### src/rtl/pwm_multi.sv
// pwm_multi: multi-channel PWM generator with one shared period counter,
// per-channel duty compare and double-buffered period/duty/mode settings.
// Edge-aligned and center-aligned counting.
// Build option: define PWM_POLARITY_EN to add a per-channel output polarity
// input, buffered together with duty and applied at the period boundary.
module pwm_multi #(
    parameter int unsigned WIDTH    = 32,
    parameter int unsigned CHANNELS = 4
) (
    input  logic                      clk,
    input  logic                      rst,
    input  logic                      enable,
    input  logic [WIDTH-1:0]          period,
    input  logic [CHANNELS*WIDTH-1:0] duty,
    input  logic                      center_mode,
    input  logic                      load,
`ifdef PWM_POLARITY_EN
    input  logic [CHANNELS-1:0]       polarity,
`endif
    output logic [CHANNELS-1:0]       pwm_out,
    output logic                      cycle_start,
    output logic                      update_done,
    output logic                      busy
);

    localparam int unsigned DW = CHANNELS * WIDTH;

    // Counter state
    logic [WIDTH-1:0]    cnt;
    logic                dir;        // 0 = counting up, 1 = counting down

    // Active settings
    logic [WIDTH-1:0]    ap;
    logic [DW-1:0]       ad;
    logic                am;
    logic [CHANNELS-1:0] apol;

    // Pending settings
    logic [WIDTH-1:0]    pp;
    logic [DW-1:0]       pd;
    logic                pm;
    logic [CHANNELS-1:0] ppol;

    // Combinational helpers
    logic [WIDTH-1:0]    ap_m1;
    logic [WIDTH-1:0]    cnt_adv;
    logic                dir_adv;
    logic                boundary;
    logic                apply;
    logic [CHANNELS-1:0] cmp;
    logic [CHANNELS-1:0] pol_in;

`ifdef PWM_POLARITY_EN
    assign pol_in = polarity;
`else
    assign pol_in = '0;
`endif

    // Next counter value and direction for a free-running period
    always_comb begin
        ap_m1   = '0;
        cnt_adv = '0;
        dir_adv = 1'b0;
        if (ap != '0) begin
            ap_m1 = ap - WIDTH'(1);
            if (!am) begin
                if (cnt < ap_m1) begin
                    cnt_adv = cnt + WIDTH'(1);
                end
            end else if (ap > WIDTH'(1)) begin
                if (!dir) begin
                    if (cnt >= ap_m1) begin
                        cnt_adv = cnt - WIDTH'(1);
                        dir_adv = 1'b1;
                    end else begin
                        cnt_adv = cnt + WIDTH'(1);
                    end
                end else if (cnt > WIDTH'(1)) begin
                    cnt_adv = cnt - WIDTH'(1);
                    dir_adv = 1'b1;
                end
            end
        end
    end

    // Period boundary: counter about to return to 0; settings may be swapped
    assign boundary = enable && (cnt_adv == '0);
    assign apply    = !enable || boundary;

    // Per-channel duty compare against the current count
    always_comb begin
        cmp = '0;
        for (int unsigned i = 0; i < CHANNELS; i++) begin
            cmp[i] = (cnt < ad[i*WIDTH +: WIDTH]);
        end
    end

    // Counter and direction; restart from 0/up at every boundary or when idle
    always_ff @(posedge clk or posedge rst) begin
        if (rst) begin
            cnt <= '0;
            dir <= 1'b0;
        end else if (apply) begin
            cnt <= '0;
            dir <= 1'b0;
        end else begin
            cnt <= cnt_adv;
            dir <= dir_adv;
        end
    end

    // Active/pending settings, busy flag and update pulse
    always_ff @(posedge clk or posedge rst) begin
        if (rst) begin
            ap          <= '0;
            ad          <= '0;
            am          <= 1'b0;
            apol        <= '0;
            pp          <= '0;
            pd          <= '0;
            pm          <= 1'b0;
            ppol        <= '0;
            busy        <= 1'b0;
            update_done <= 1'b0;
        end else begin
            update_done <= 1'b0;
            if (apply) begin
                if (load) begin
                    ap          <= period;
                    ad          <= duty;
                    am          <= center_mode;
                    apol        <= pol_in;
                    busy        <= 1'b0;
                    update_done <= 1'b1;
                end else if (busy) begin
                    ap          <= pp;
                    ad          <= pd;
                    am          <= pm;
                    apol        <= ppol;
                    busy        <= 1'b0;
                    update_done <= 1'b1;
                end
            end else if (load) begin
                pp   <= period;
                pd   <= duty;
                pm   <= center_mode;
                ppol <= pol_in;
                busy <= 1'b1;
            end
        end
    end

    // Registered outputs; forced low while idle or with a zero period
    always_ff @(posedge clk or posedge rst) begin
        if (rst) begin
            pwm_out     <= '0;
            cycle_start <= 1'b0;
        end else begin
            cycle_start <= enable && (ap != '0) && (cnt == '0);
            pwm_out     <= (enable && (ap != '0)) ? (cmp ^ apol) : '0;
        end
    end

endmodule

### config.mk
export PLATFORM = sky130hd
export DESIGN_NAME = pwm_multi
export DESIGN_NICKNAME = d
export VERILOG_FILES = /design/src/rtl/pwm_multi.sv
export SDC_FILE = /design/constraint.sdc
export NUM_CORES = 1
export LEC_CHECK = 0
export ABC_AREA = 1
export BUFFER_PORTS_ARGS = -buffer_cell sky130_fd_sc_hd__buf_2
export CAP_MARGIN = 40
export CORE_AREA = 2 2 371 189
export CTS_BUF_LIST = sky130_fd_sc_hd__clkbuf_4
export CTS_CLUSTER_SIZE = 14
export DETAILED_ROUTE_END_ITERATION = 16
export DIE_AREA = 0 0 373 191
export PLACE_DENSITY = 0.56
export SYNTH_ARGS = -nofsm -noshare
export SYNTH_HDL_FRONTEND = slang
export SYNTH_SLANG_ARGS = --single-unit
### constraint.sdc
create_clock -name clk -period 15.3 [get_ports clk]
set_input_delay 1.53 -clock clk [delete_from_list [all_inputs] [get_ports clk]]
set_output_delay 1.53 -clock clk [all_outputs]
set_load 0.01 [all_outputs]
==> run_results.csv <==
group,metric,value,unit
synthesis,synth_cell_types,57,
placed_design,numPortBuffers,171,
synthesis,synth.avg_cell_area,7.197,um2
synthesis,yosys_warnings,0,
sta,timing.slew.headroom,35.75,%
floorplanning,num_rows,68,
power,leakage,14.33,nW
grt,grt_max_degree,117,
floorplanning,chipHeight,191,um
final_layout,drive_above_1_share,11.83,%
flow_run,drv_cap,0,
cts,cts_buffers,95,
detailed_routing,vias,21870,
synthesis,synth_area_leader_cell,"dfrtp_1",
sta,setup_viol,0,
cts,clk_pin_slew_worst_paths,0.07,ns
power,clkPwrFrac,24.6,%
detailed_routing,wl,75680,um
detailed_routing,drtIter0Drc,1858,
worst_hold_path,min_path_type,"register to register",
synthesis,syn_nets,3611,
critical_path,cp_max_fo,98,
cts,cts_buffer_depth,3,
floorplanning,start_util,34.67,%
outcome,status,"completed",
critical_path,cp.required,16.04,ns
cts,post_cts_buffers,0,
sta,rsz0062_at_grt,"false",
final_layout,final_nets,3743,
floorplanning,core_area,0.06815,mm2
grt,grt_pass1_vias,20690,
sta,final_hold_viol_count,0,
critical_path,critPathMaxStageDelay,0.67,ns
detailed_routing,drt_first_pass_iters,6,
placed_design,placed_cells,4228,
placed_design,post-dp-hpwl,52300,um
power,p_switching,1.462,mW
final_layout,stdcell_count,4396,
synthesis,synth_edf_count,0,
synthesis,yosys-top-cells-area,"dfrtp_1, nand2_1, ha_1",
grt,antenna_found_initial,3,
floorplanning,io-pin-count,172,
sta,period_minus_slack,8.511,ns
sta,timing.final.crit_share,55.63,%
final_layout,syn_to_final_growth,10.81,%
sta,fin_skew,0.08036,ns
critical_path,end_kind,"register",
critical_path,path_class,"register to register",
sta,fmax,117.5,MHz
final_layout,fillers,7212,
synthesis,async_flop_share,100.0,%
synthesis,synth_ff_type,"dfrtp_1",
detailed_routing,ant_nets,0,
critical_path,crit_top_cell,"nand2_1",
synthesis,seq_area_frac_synth,38.34,%
power,power_frac_seq,36.6,%
floorplanning,dieArea,0.07124,mm2
critical_path,cp_data_arrival_time,9.25,ns
detailed_routing,viasPerCell,4.976,
power,switching_share,42.48,%
power,intPower,1.979,mW
floorplanning,die_width,373,um
cts,cts_tree,"done",
synthesis,netlist_area,0.02363,mm2
detailed_routing,wire_per_inst,17.21,um
grt,overflow,0,
synthesis,yosys.area.top_type_share,38.34,%
cts,clockRootBuffer,"clkbuf_4",
placed_design,gp_congestion,0.9871,
sta,setup_tns,0,ns
critical_path,critPathLaunchType,"register",
final_layout,post-route-util,38.42,%
detailed_routing,drc_errors,0,
sta,slew_violations,0,
cts,clock_sinks,362,
power,p_total,3.441,mW
grt,grt_pass1_wl,120500,um
grt,gr-usage-all-layers,21.46,%
cts,cts_resized,0,
synthesis,synth_cells,3283,
power,combPwrFrac,38.7,%
power,p_per_area,131.4,mW/mm2
power,ir_drop,54.66,uV
critical_path,crit_path_top_delay_cell,"nand4_2",
cts,clk_latency,0.89,ns
cts,cts_max_level,3,
sta,tightest_slew,0.9637,ns
synthesis,synth_seq_cells,362,
cts,ctsHoldBuffers,0,
## per-layer routing
metal	vias to the layer above	share of wire, %	track usage, %
li1	10950	-	-
met1	10130	50	32.37
met2	708	40	29.80
met3	88	8.5	6.235
met4	0	1.3	4.565
met5	-	0	0
## placed cells by master, fill, tap and decap left out, types with 22 or more instances in the layout
cell and n:
a21oi_1 89, ha_1 163, dfrtp_1 362, buf_4 40
nand3_1 233, nand2_1 1462, inv_1 189, clkinv_1 26
nor2_1 181, nand4_1 193, xnor2_1 23, buf_2 169
xor2_1 54, clkbuf_4 133, o21ai_0 22
## registers in the layout (all words and copies together), names as in the netlist
name / flops
busy: 1
pwm_out: 4
pd: 128
ad: 128
pp: 32
dir: 1
cnt: 32
am: 1
pm: 1
cycle_start: 1
update_done: 1
ap: 32
## power by group through the flow
| stage | Sequential, mW | Combinational (mW) | Clock, mW |
|---|---|---|---|
| detailed placement | 1.27 | 1.31 | 0 |
| floorplan | 1.23 | 0.941 | 0 |
| finish | 1.26 | 1.33 | 0.848 |
| global placement | 1.28 | 1.29 | 0 |
| global route | 1.28 | 1.52 | 0.931 |
| CTS | 1.26 | 1.31 | 0.880 |
## cells in the mapped netlist (3+ instances only)
cell	number
buf_2	40
nor3_1	21
nor2_1	181
buf_6	25
or2_2	3
nor2_4	6
nand3_1	233
a21oi_1	89
buf_8	5
dfrtp_1	362
nand2_2	4
ha_1	163
nand3_2	3
o2111ai_1	3
inv_2	15
a21o_1	5
nor4_1	6
nor2_2	6
xnor2_1	23
nand4_1	193
dlygate4sd1_1	5
inv_1	190
buf_1	10
nand2_1	1463
nand2_4	3
o21ai_0	22
o21a_1	3
buf_4	27
xor2_1	54
a211oi_1	9
o221ai_1	3
o211ai_1	5
clkbuf_1	69
## area by class of cell
class / instances / area (um2) / area share, %
multi-input combinational: 2529 / 12690 / 48.47
sequential: 362 / 9059 / 34.60
timing repair buffer: 217 / 1323 / 5.051
tap: 910 / 1139 / 4.348
clock buffer: 133 / 998.5 / 3.813
inverter: 210 / 808.3 / 3.087
clock inverter: 31 / 156.4 / 0.5973
antenna: 4 / 10.01 / 0.03823
## logic make-up (layout without fill, tap and decap cells)
family / Yosys count / after routing / synth area share, %
adder cells (fa/ha/maj): 163 / 163 / 8.631
flip-flops: 362 / 362 / 38.34
AND/OR/NAND/NOR: 2137 / 2137 / 38.35
XOR/XNOR: 77 / 77 / 2.854
AO/OA/AOI/OAI: 152 / 152 / 3.776
other: 0 / 4 / 0
buffers and inverters: 392 / 591 / 8.054
## per-stage QoR
| stage | setup slack [ns] | area, um2 | hold WS (ns) |
|---|---|---|---|
| after global placement | 7.107 | 24860 | 0.4536 |
| after CTS | 7.009 | 26170 | 0.4238 |
| after detailed placement | 7.044 | 25020 | 0.4583 |
| final | 6.789 | 26180 | 0.4700 |
| after floorplan | 3.723 | 23630 | 0.4364 |
| after global routing | 5.931 | 26180 | 0.4326 |
## worst max-delay path: cells and delay by family (launching register included)
kind,cells,cell delay (ns)
xor gates and xnor gates,1,0.16
adders and majority gates,1,0.26
DFF,1,0.44
buffers and inverters,3,0.53
and+or+nand+nor,24,5.90
AOI/OAI and AO/OA,4,0.74
## final timing paths
kind,startpoint,end,slack [ns],cells after the start
max,ap[2],ad[50],6.79,33
max reg2reg,ap[2],ad[50],6.79,33
min,pp[16],pp[16],0.47,2
min reg2reg,pp[16],pp[16],0.47,2
min in group asynchronous,rst,pd[105],0.52,2
max in group asynchronous,rst,pd[59],12.51,6
No activity file was read; power rests on OpenSTA's default activity.
